--- src/rtl/gps_frame_deframer.sv ---
// Serial measurement deframer: hunts for the sync byte, gathers an 8-byte big-endian
// position/velocity payload, verifies its additive checksum and keeps status counters.
module gps_frame_deframer #(
  parameter logic [7:0] SYNC_BYTE      = 8'hB5,
  parameter int         TIMEOUT_CYCLES = 1024,
  parameter int         CNT_W          = 16
) (
  input  logic             clk,
  input  logic             rst,
  input  logic [7:0]       byte_in,
  input  logic             byte_valid,
  output logic [31:0]      pos_out,
  output logic [31:0]      vel_out,
  output logic             frame_valid,
  output logic             busy,
  output logic [CNT_W-1:0] frame_cnt,
  output logic [CNT_W-1:0] chk_err_cnt,
  output logic [CNT_W-1:0] timeout_cnt
);

  localparam int TMO_W = $clog2(TIMEOUT_CYCLES + 1);

  typedef enum logic [1:0] {IDLE, PAYLOAD, CHECK} state_t;

  state_t            state, state_nxt;
  logic [2:0]        idx;
  logic [7:0]        acc;
  logic [TMO_W-1:0]  tmo;
  logic [63:0]       payload;
  logic              frame_ok, chk_bad, tmo_hit, tmo_expire;

  function automatic logic [CNT_W-1:0] sat_inc(input logic [CNT_W-1:0] v);
    return (&v) ? v : v + CNT_W'(1);
  endfunction

  // The cycle that would push the idle count to the limit aborts; a valid byte clears it instead.
  assign tmo_expire = (tmo == TMO_W'(TIMEOUT_CYCLES - 1));

  always_comb begin
    state_nxt = state;
    frame_ok  = 1'b0;
    chk_bad   = 1'b0;
    tmo_hit   = 1'b0;
    case (state)
      IDLE: begin
        if (byte_valid && byte_in == SYNC_BYTE) state_nxt = PAYLOAD;
      end
      PAYLOAD: begin
        if (byte_valid) begin
          if (idx == 3'd7) state_nxt = CHECK;
        end else if (tmo_expire) begin
          tmo_hit   = 1'b1;
          state_nxt = IDLE;
        end
      end
      CHECK: begin
        if (byte_valid) begin
          state_nxt = IDLE;
          if (byte_in == acc) frame_ok = 1'b1;
          else                chk_bad  = 1'b1;
        end else if (tmo_expire) begin
          tmo_hit   = 1'b1;
          state_nxt = IDLE;
        end
      end
      default: state_nxt = IDLE;
    endcase
  end

  always_ff @(posedge clk) begin
    if (rst) begin
      state       <= IDLE;
      idx         <= 3'd0;
      acc         <= 8'd0;
      tmo         <= '0;
      payload     <= 64'd0;
      pos_out     <= 32'd0;
      vel_out     <= 32'd0;
      frame_valid <= 1'b0;
      busy        <= 1'b0;
      frame_cnt   <= '0;
      chk_err_cnt <= '0;
      timeout_cnt <= '0;
    end else begin
      state       <= state_nxt;
      busy        <= (state_nxt != IDLE);
      frame_valid <= frame_ok;

      if (state == IDLE) begin
        if (byte_valid && byte_in == SYNC_BYTE) begin
          idx <= 3'd0;
          acc <= 8'd0;
          tmo <= '0;
        end
      end else begin
        tmo <= byte_valid ? '0 : tmo + TMO_W'(1);
        if (state == PAYLOAD && byte_valid) begin
          payload <= {payload[55:0], byte_in};
          acc     <= acc + byte_in;
          idx     <= idx + 3'd1;
        end
      end

      if (frame_ok) begin
        pos_out   <= payload[63:32];
        vel_out   <= payload[31:0];
        frame_cnt <= sat_inc(frame_cnt);
      end
      if (chk_bad) chk_err_cnt <= sat_inc(chk_err_cnt);
      if (tmo_hit) timeout_cnt <= sat_inc(timeout_cnt);
    end
  end

endmodule

--- config.mk ---
export PLATFORM = sky130hd
export DESIGN_NAME = gps_frame_deframer
export DESIGN_NICKNAME = d
export VERILOG_FILES = /design/src/rtl/gps_frame_deframer.sv
export SDC_FILE = /design/constraint.sdc
export NUM_CORES = 1
export LEC_CHECK = 0
export ABC_AREA = 1
export ABC_CLOCK_PERIOD_IN_PS = 3400
export CAP_MARGIN = 10
export CORE_MARGIN = 2
export CORE_UTILIZATION = 31
export DETAILED_ROUTE_END_ITERATION = 6
export GPL_TIMING_DRIVEN = 0
export SYNTH_ARGS = -nofsm -noshare
export SYNTH_HDL_FRONTEND = slang
export SYNTH_SLANG_ARGS = --single-unit
--- constraint.sdc ---
create_clock -name clk -period 3.4 [get_ports clk]
set_input_delay 0.51 -clock clk [delete_from_list [all_inputs] [get_ports clk]]
set_output_delay 0.51 -clock clk [all_outputs]
set_load 0.02 [all_outputs]
## After elaboration in Yosys (flattened, before gate mapping)

Cells that the tools add are included.

| operators by class | value |
|---|---|
| add/subtract/negate cells | 6 |
| eq/ne operators | 7 |
| muxes and demuxes | 24 |
| bitwise operators | 4 |
| reductions and logical operators | 14 |

Operator list:

| kind | count |
|---|---|
| $add A16 B1 Y16 const B | 3 |
| $reduce_and A16 Y1 | 3 |
| $mux W11 | 3 |
| $mux W8 | 3 |
| $add A11 B1 Y11 const B | 1 |
| $eq A11 B10 Y1 const B | 1 |
| $mux W2 | 5 |
| $reduce_and A2 Y1 | 5 |
| $mux W1 | 9 |
| $mux W3 | 3 |
| $add A8 B8 Y8 | 1 |
| $eq A8 B8 Y1 | 1 |
| $eq A8 B8 Y1 const B | 1 |
| $pmux W2 S3 | 1 |
| $not A1 Y1 | 4 |
| $reduce_bool A2 Y1 | 2 |
| $add A3 B1 Y3 const B | 1 |
| $eq A3 B3 Y1 const B | 1 |
| $eq A2 B1 Y1 const B | 1 |
| $eq A2 B2 Y1 const B | 1 |
| $logic_and A1 B1 Y1 | 2 |
| $logic_not A2 Y1 | 1 |
| $ne A2 B1 Y1 const B | 1 |
| $reduce_or A2 Y1 | 1 |

| storage, ports and cells | value |
|---|---|
| register bits | 202 |
| input bits | 11 |
| output and inout port bits | 114 |

## Longest topological paths before layout

Gate-level depths: netlist (run 1).

| logic depth | value |
|---|---|
| word-level depth | 5 |
| mapped depth | 12 |

## Least setup slack after synthesis (run 1)

OpenSTA, ideal clock, no wires.

| timing | value |
|---|---|
| kind | input -> register |
| from | in byte_in[4] |
| to | reg frame_cnt[0] |
| setup time | 0.113 ns |
| arrival time | 1.787 ns |
| data required time | 3.287 ns |
| slack | 1.500 ns |
| stages on the path | 12 |
| buffers on the path | 1 |
| cell sequence | ha_1 nor2_1 nand2_1 nor2_1 nand3_1 inv_2 buf_4 nand2_1 inv_2 nand2_1 nand2_1 nor2_1 |

| between the ends | value |
|---|---|
| word-level cells in the longest chain between the ends | 5 |

Ends and longest elaborated chain:

| element | RTL line | source |
|---|---|---|
| start: declaration | 10 | `input logic [7:0] byte_in,` |
| $eq A8 B8 Y1 | 59 | `if (byte_in == acc) frame_ok = 1'b1;` |
| $mux W1 | 59 |  |
| $mux W1 | 57 | `if (byte_valid) begin` |
| $mux W1 | 44 | `case (state)` |
| $reduce_and A2 Y1 (no line) | - |  |
| end signal: assignment | 107 | `frame_cnt <= sat_inc(frame_cnt);` |
| end: declaration | 16 | `output logic [CNT_W-1:0] frame_cnt,` |

Every way passes these cells.
A chain may end at the register's enable or synchronous reset.

## Worst setup path after layout (run 1)

| timing | value |
|---|---|
| from | in byte_in[5] |
| to | reg frame_cnt[10] |

The elaborated chain is that of the path after synthesis.

==> results.yml, run 1 <==
synth:
  syn_nets: 1275
  synthAdderAreaFrac_pct: 2.614
  yosysTopAreaCell: "dfxtp_1"
  synth_top_family_by_area: "simple AND/OR/NAND/NOR gates"
  ys_warn_count: 0
  ys_types: 37
  netlist_top_cells_area: "dfxtp_1 (45%), nor2_1 (14%), nand2_1 (8.8%)"
  syn-mean-instance-area_um2: 7.145
  yosys.area.top_type_share_pct: 45.43
  synth_compound_area_share_pct: 12.92
  synth_mux_area_share_pct: 0
  synth-xor-area-share_pct: 2.263
  yosys_most_used_dff: "dfxtp_1"
  synth_seq_cells: 202
  netlist_area_mm2: 0.008902
  synthCells: 1246
  ys_async_sr_fraction_pct: 0
  synthSimpleGateAreaFrac_pct: 30.74
  synth_edf_count: 0
  ys_seq_area_share_pct: 45.43
global_route:
  grt_first_pass_wirelength_um: 39940
  grt_pass1_vias: 7972
  grt_max_degree: 13
  track_usage_pct: 15.79
  antenna_found_initial: 0
  grt-ovfl-total: 0
min_path:
  hold_path.class: "flip-flop to flip-flop"
  min_to: "tmo[10]"
  whs_path_depth: 2
  hold_start: "tmo[10]"
die:
  die_x_um: 173.5
  coreArea_mm2: 0.02847
  dieHeight_um: 173.5
  die-area_mm2: 0.03009
  io_pins: 125
  start_util_pct: 31.27
  rows: 62
routing:
  vias: 8458
  wl_met1_um: 12010
  drc: 0
  first_pass_iters: 5
  wl_met2_um: 10970
  drt_iter0_drc: 513
  antenna_left: 0
  via_per_inst: 4.709
  met3_length_um: 963
  wirelength_um: 24350
  top_layer_used: "met4"
  wire_per_inst_um: 13.56
setup_path:
  crit_start: "byte_in[5]"
  crit_type: "primary input to flip-flop"
  critPathArrivalTime_ps: 2760
  path_max_fanout: 10
  startpoint_type: "primary input"
  rrSetupSlack_ps: 1260
  reg2reg_to: "frame_cnt[10]"
  setup.worst_path.end_class: "flip-flop"
  critPathRequiredTime_ps: 3760
  r2r-start: "acc[4]"
  reg2reg_depth: 10
final_layout:
  syn_to_final_growth_pct: 27.43
  drive_gt1_share_pct: 7.649
  fillers: 3040
  seqCellArea_mm2: 0.004044
  n_antenna_cell: 0
  final_cell_mix: "nor2_1 (330), nand2_1 (208), dfxtp_1 (202)"
  multi_input_comb_area_mm2: 0.004320
  final_nets: 1424
  mostFrequentLayoutCell: "nor2_1"
status:
  outcome: "complete, no violations"
sta:
  hold_viol: 0
  max_freq_mhz: 417.6
  relSlewSlack_pct: 50.88
  worstMarginPinSlew_ps: 736.7
  finalHoldWorstSlack_ps: 463.9
  final.setup.tns_ps: 0
  setup_viol: 0
  fin_crit_ps: 2394
  finalCritPeriodShare_pct: 70.43
  fin_skew_ps: 18.15
  finalMaxSlewViolations: 0
  rsz0062_at_grt: "no"
clock_tree:
  cts_sinks: 202
  cts-buffers-inserted: 24
  cts.repair.resized: 0
  post-cts-setup-buffers: 0
  clk_pin_slew_ps: 60
  root_buffer: "clkbuf_16"
  htreeDepth: 1
  worstSkewPairLatency_ps: 520
  cts_buffer_depth: 3
  cts_tree: "built"
  cts_hold_buf: 0
power_and_ir_drop:
  power.density_mw_per_mm2: 427.5
  p_leak_nw: 4.815
  ir_drop_mv: 0.2758
placement:
  gp_congestion: 0.8417
  dp_hpwl_um: 17570
  io_buffer_count: 123
job:
  drv_cap: 0
-- per-layer routing --
layer / track usage [%] / vias to the layer above
met2: 25.85 / 154
met1: 21.98 / 3958
met3: 2.325 / 26
li1: - / 4320
met4: 3.672 / 0
met5: 0 / -
-- cells by family (layout without fill, tap and decap cells) --
family                   after synthesis  count (layout)
AND/OR/NAND/NOR                      656             656
flip-flops                           202             202
buffers and inverters                128             294
XOR/XNOR                              23              23
adder cells (fa/ha/maj)               18              18
AO/OA/AOI/OAI                        219             219
-- stage by stage --
step	instances	setup slack, ps	total power [mW]	utilization (%)	instance area, µm²
floorplan	1246	1500	2.470	-	8902
global placement	1753	472.7	2.512	37.28	10610
detailed placement	1753	480.9	2.512	37.28	10610
CTS	1796	1007	4.904	39.85	11340
global route	1796	736.3	5.018	39.85	11340
finish	1796	1006	4.850	39.85	11340
-- final cells by class --
| class | instances | share of cell area [%] |
|---|---|---|
| multi-input combinational | 916 | 38.08 |
| sequential | 202 | 35.65 |
| timing repair buffer | 123 | 10.85 |
| clock buffer | 37 | 6.077 |
| tap | 384 | 4.235 |
| buffer | 60 | 2.493 |
| inverter | 68 | 2.250 |
| clock inverter | 6 | 0.3640 |
-- sequential cells by signal, indices dropped and copies added, names as in the netlist, 8 cells and up --
| register | count |
|---|---|
| acc | 8 |
| chk_err_cnt | 16 |
| frame_cnt | 16 |
| payload | 64 |
| pos_out | 32 |
| timeout_cnt | 16 |
| tmo | 11 |
| vel_out | 32 |
-- power by group --
group	switching, mW	leakage, nW	internal [mW]	total, mW
clock network	0.997	0.362	1.39	2.39
registers	0.0000545	1.63	2.37	2.37
logic	0.0662	2.83	0.0264	0.0926
-- worst max-delay path, stage by stage --
cell and delay [ps]:
clkdlybuf4s50_1 530, ha_1 420, nor2_1 130, nand2_1 60
nor2_1 170, nand3_1 180, inv_2 210, buf_2 300
nand4_1 120, nand2_1 80, nor2_1 40
-- cells in the mapped netlist (3+ instances only) --
| library cell | instances |
|---|---|
| a21oi_1 | 52 |
| a21oi_2 | 10 |
| and2_1 | 4 |
| buf_1 | 5 |
| buf_2 | 22 |
| buf_4 | 4 |
| clkbuf_1 | 27 |
| dfxtp_1 | 202 |
| ha_1 | 17 |
| inv_1 | 58 |
| inv_2 | 9 |
| nand2_1 | 208 |
| nand2_2 | 15 |
| nand3_1 | 54 |
| nand3b_1 | 5 |
| nand4_1 | 22 |
| nor2_1 | 330 |
| nor2_2 | 3 |
| nor2_4 | 4 |
| nor3_1 | 5 |
| o21ai_0 | 137 |
| o21ai_1 | 13 |
| xnor2_1 | 11 |
| xor2_1 | 12 |
-- worst max path at each step --
stage | to
floorplan | frame_cnt[0]
global placement | frame_cnt[6]
detailed placement | frame_cnt[6]
CTS | frame_cnt[10]
global route | frame_cnt[6]
finish | frame_cnt[10]
Power figures use the tool's default switching activity.
==> run 2: changes to the inputs <==
Settings changed: ABC_CLOCK_PERIOD_IN_PS 3400 to 2400.
Clock period 3.4 ns to 2.4 ns, I/O delays scaled along.
==> run 2 against run 1 <==
Combinational power increased by 41%. Critical endpoint is now frame_cnt[13]. Highest routed layer unchanged. First-iteration DRC count increased by 0.58%. Non-clock buffer count unchanged. Clock skew decreased by 2.2 ps. Setup slack got worse by 770 ps. Register-to-register slack got worse by 920 ps. Via count about the same.
==> results.yml, run 2 (synthesis results as in run 1) <==
global_route:
  antenna_found_initial: 0
  track_usage_pct: 15.79
  grt_pass1_vias: 7972
  grt-ovfl-total: 0
  grt_max_degree: 13
  grt_first_pass_wirelength_um: 39940
setup_path:
  critPathRequiredTime_ps: 2830
  max_stage_delay_ps: 520
  r2r-start: "acc[4]"
  reg2reg_depth: 8
  rrSetupSlack_ps: 340
  path_max_fanout: 7
  crit_type: "primary input to flip-flop"
  path_cells: "clkdlybuf4s50_1 > ha_1 > nor2_1 > nand2_1 > nor2_1 > nand4_1 > nor2_2 > nand2_1 > a21oi_1"
  crit_path_top_delay_cell: "clkdlybuf4s50_1"
  setup.worst_path.end_class: "flip-flop"
  critPathArrivalTime_ps: 2600
  startpoint_type: "primary input"
  reg2reg_to: "frame_cnt[13]"
routing:
  wire_per_inst_um: 13.56
  antenna_left: 0
  wirelength_um: 24350
  drt_iter0_drc: 516
  vias: 8462
  via_per_inst: 4.712
  first_pass_iters: 5
  drc: 0
die:
  die_x_um: 173.5
  rows: 62
  io_pins: 125
  dieHeight_um: 173.5
  start_util_pct: 31.27
  die-area_mm2: 0.03009
  coreArea_mm2: 0.02847
final_layout:
  largest_reg_flops: 64
  largest_register: "payload"
  mostFrequentLayoutCell: "nor2_1"
  final_nets: 1424
  syn_to_final_growth_pct: 27.55
  fillers: 3036
  final_cell_mix: "nor2_1 (330), nand2_1 (208), dfxtp_1 (202)"
  n_antenna_cell: 0
  final_cell_count_no_fill: 1796
  stdcell_area_mm2: 0.01135
  top_regs: "payload: 64 flops, pos_out: 32 flops, vel_out: 32 flops"
  drive_gt1_share_pct: 7.720
clock_tree:
  cts-buffers-inserted: 24
  clk_pin_slew_ps: 60
  cts_sinks: 202
  cts_tree: "built"
  htreeDepth: 1
  root_buffer: "clkbuf_16"
  post-cts-setup-buffers: 0
  cts_buffer_depth: 3
  cts_hold_buf: 0
  cts.repair.resized: 0
  worstSkewPairLatency_ps: 520
power_and_ir_drop:
  ir_drop_mv: 0.3928
  p_leak_nw: 4.814
  switching_power_mw: 1.503
  pwr-share-comb_pct: 1.9
  sw_frac_of_total_pct: 21.88
  power.density_mw_per_mm2: 604.7
  p_clk_share_pct: 49.2
  p_int_mw: 5.364
  seq_power_share_pct: 48.8
placement:
  gp_congestion: 0.8417
  dp_hpwl_um: 17570
  dp.cells: 1753
  io_buffer_count: 123
  placed_area_mm2: 0.01061
min_path:
  hold_path.class: "primary input to flip-flop"
  hold_start: "byte_valid"
  whs_path_depth: 4
  min_to: "tmo[8]"
status:
  outcome: "complete, no violations"
sta:
  worstMarginPinSlew_ps: 735.5
  max_freq_mhz: 462.7
  setup_viol: 0
  rsz0062_at_grt: "yes"
  relSlewSlack_pct: 50.96
  finalMaxSlewViolations: 0
  hold_viol: 0
  fin_crit_ps: 2161
  final.setup.tns_ps: 0
  fin_skew_ps: 15.95
  finalHoldWorstSlack_ps: 325.6
  finalCritPeriodShare_pct: 90.05
job:
  drv_cap: 0
[run 2: area by class of cell]
cell class / instances / area, µm² / area share, %
Inverter: 68 / 257.7 / 2.270
Clock inverter: 6 / 41.29 / 0.3636
Timing Repair Buffer: 123 / 1231 / 10.84
Tap cell: 384 / 480.5 / 4.231
Clock buffer: 37 / 689.4 / 6.072
Buffer: 60 / 285.3 / 2.512
Sequential cell: 202 / 4044 / 35.61
Multi-Input combinational cell: 916 / 4325 / 38.09
[run 2: worst max-delay path by stage]
stage	depth (start not counted)	startpoint	slack (ps)	end
global route	9	byte_in[3]	-20	frame_cnt[4]
floorplan	12	byte_in[4]	650	frame_cnt[0]
finish	9	byte_in[5]	240	frame_cnt[13]
global placement	11	byte_in[6]	-380	frame_cnt[6]
CTS	11	byte_in[6]	160	frame_cnt[10]
detailed placement	11	byte_in[6]	-370	frame_cnt[6]
[run 2: critical path: cells and delay by family]
family / cells / cell delay [ps]
AO/OA/AOI/OAI: 1 / 140
buffers and inverters: 1 / 520
adder cells (fa/ha/maj): 1 / 420
AND/OR/NAND/NOR: 6 / 1140
[run 2: per-stage QoR]
stage          setup slack, ps  power [mW]  utilization (%)
6_report                 238.8       6.866            39.88
5_1_grt                 -18.04       7.109            39.88
4_1_cts                  157.4       6.948            39.85
3_5_place_dp            -369.1       3.559            37.28
3_3_place_gp            -377.3       3.558            37.28
2_1_floorplan            649.7       3.500                -
[run 2: metal layers]
layer | GRT usage (%) | share of wire, % | up-vias
met5 | 0 | 0 | -
met4 | 3.672 | 1.7 | 0
met3 | 2.325 | 4.1 | 26
li1 | - | - | 4320
met1 | 21.98 | 49 | 3959
met2 | 25.85 | 45 | 157
[run 2: power by group through the flow]
stage	combinational [mW]	sequential (mW)	clock, mW
after global routing	0.147	3.35	3.61
after detailed placement	0.132	3.43	0
final	0.131	3.35	3.38
after CTS	0.132	3.35	3.46
after global placement	0.131	3.43	0
after floorplan	0.0724	3.43	0
==> run 3: changes to the inputs <==
Settings changed: ABC_CLOCK_PERIOD_IN_PS 2400 to not set, CTS_BUF_LIST set to sky130_fd_sc_hd__clkbuf_4 sky130_fd_sc_hd__clkbuf_8 sky130_fd_sc_hd__clkbuf_16.
==> run 3 against run 2 <==
Fmax fell by 0.68%. Sequential power about the same. Flip-flop and latch count unchanged. Die area is the same. Critical endpoint unchanged. Clock power grew 3%. Utilization up 0.12 points. Cell count unchanged. Combinational power is essentially flat. Wire length is 0.13% higher.
==> results.yml, run 3 (synthesis results as in run 1) <==
status:
  outcome: "complete, no violations"
routing:
  first_pass_iters: 4
  wire_per_inst_um: 13.57
  via_per_inst: 4.718
  drt_iter0_drc: 535
  wirelength_um: 24380
  vias: 8473
  drc: 0
  antenna_left: 0
sta:
  finalCritPeriodShare_pct: 90.67
  finalHoldWorstSlack_ps: 320.9
  rsz0062_at_grt: "yes"
  final.setup.tns_ps: 0
  worstMarginPinSlew_ps: 735.4
  fin_crit_ps: 2176
  finalMaxSlewViolations: 0
  setup_viol: 0
  hold_viol: 0
  relSlewSlack_pct: 50.98
  worst_slack_ps: 223.9
  fin_skew_ps: 17.25
  max_freq_mhz: 459.5
power_and_ir_drop:
  p_clk_share_pct: 50.0
  power.density_mw_per_mm2: 612.0
  ir_drop_mv: 0.3908
  switching_power_mw: 1.505
  sw_frac_of_total_pct: 21.59
  p_int_mw: 5.465
  pwr-share-comb_pct: 1.9
  seq_power_share_pct: 48.1
  p_leak_nw: 4.844
final_layout:
  mostFrequentLayoutCell: "nor2_1"
  multi_input_comb_area_mm2: 0.004325
  final_nets: 1424
  syn_to_final_growth_pct: 27.93
  n_antenna_cell: 0
  top_regs: "payload: 64 flops, pos_out: 32 flops, vel_out: 32 flops"
  largest_register: "payload"
  final_cell_mix: "nor2_1 (330), nand2_1 (208), dfxtp_1 (202)"
  fillers: 3033
  seqCellArea_mm2: 0.004044
  largest_reg_flops: 64
  final_cell_count_no_fill: 1796
  drive_gt1_share_pct: 8.357
global_route:
  grt-ovfl-total: 0
  grt_first_pass_wirelength_um: 39990
  track_usage_pct: 15.81
  grt_max_degree: 13
  antenna_found_initial: 0
  grt_pass1_vias: 7990
placement:
  dp_hpwl_um: 17570
  io_buffer_count: 123
  dp.cells: 1753
  dpl_worst_slack_ps: -369.1
  gp_congestion: 0.8417
clock_tree:
  cts_buffer_depth: 3
  cts_hold_buf: 0
  cts_tree: "built"
  cts-buffers-inserted: 24
  post-cts-setup-buffers: 0
  cts_sinks: 202
  clk_pin_slew_ps: 60
  htreeDepth: 1
  worstSkewPairLatency_ps: 520
  root_buffer: "clkbuf_16"
die:
  start_util_pct: 31.27
  die_x_um: 173.5
  dieHeight_um: 173.5
  io_pins: 125
  coreArea_mm2: 0.02847
  die-area_mm2: 0.03009
  rows: 62
setup_path:
  path_cells: "clkdlybuf4s50_1 > ha_1 > nor2_1 > nand2_1 > nor2_1 > nand4_1 > nor2_2 > nand2_1 > a21oi_1"
  startpoint_type: "primary input"
  crit_type: "primary input to flip-flop"
  critPathRequiredTime_ps: 2830
  path_max_fanout: 7
  max_stage_delay_ps: 520
  setup.worst_path.end_class: "flip-flop"
  crit_path_top_delay_cell: "clkdlybuf4s50_1"
  critPathArrivalTime_ps: 2610
min_path:
  hold_path.class: "primary input to flip-flop"
job:
  drv_cap: 0
==> run 3: cell count changes in the layout (fill, tap and decap cells not counted) <==
cell / previous run / this run
clkbuf_1: 36 / 27
clkbuf_4: 1 / 10
==> run 3: power groups by stage <==
stage | Sequential [mW] | Combinational (mW) | Clock, mW
floorplan | 3.43 | 0.0724 | 0
global placement | 3.43 | 0.131 | 0
detailed placement | 3.43 | 0.132 | 0
CTS | 3.35 | 0.132 | 3.56
global route | 3.35 | 0.147 | 3.71
finish | 3.35 | 0.131 | 3.49
==> run 3: area by class of cell <==
class | instances | area share (%)
plain buffers | 60 | 2.505
clock buffers | 37 | 6.350
clock inverters | 6 | 0.3626
inverters | 68 | 2.263
multi-input cells | 916 | 37.98
flip-flops and latches | 202 | 35.51
well taps | 384 | 4.219
repair buffers | 123 | 10.81
==> run 3: metal layers <==
metal	global-route usage [%]	part of all wire, %
met3	2.325	4.0
met2	25.92	45
met4	3.672	1.7
met1	21.98	49
met5	0	0
==> run 3: critical path, delay by kind of cell <==
family,cells,cell delay (ps)
fa+ha+maj,1,420
compound gates,1,140
buf+inv,1,520
simple gates,6,1150
==> run 3: worst paths after layout <==
path	slack [ps]	from	cells after the start	end
min reg2reg	460	tmo[10]	2	tmo[10]
max reg2reg	340	acc[4]	8	frame_cnt[13]
min	320	byte_valid	4	tmo[8]
max	220	byte_in[5]	9	frame_cnt[13]
==> run 3: what timing repair did <==
item,CTS,global route
endpoints found under the setup margin,0,13
endpoints found under the hold margin,0,0
gates resized for setup,0,3
==> run 3: stage by stage <==
stage	cell area [µm²]	total power [mW]	utilization, %
after floorplan	8902	3.500	-
after global placement	10610	3.558	37.28
after detailed placement	10610	3.559	37.28
after CTS	11380	7.050	39.97
after global routing	11390	7.210	40.00
final	11390	6.970	40.00
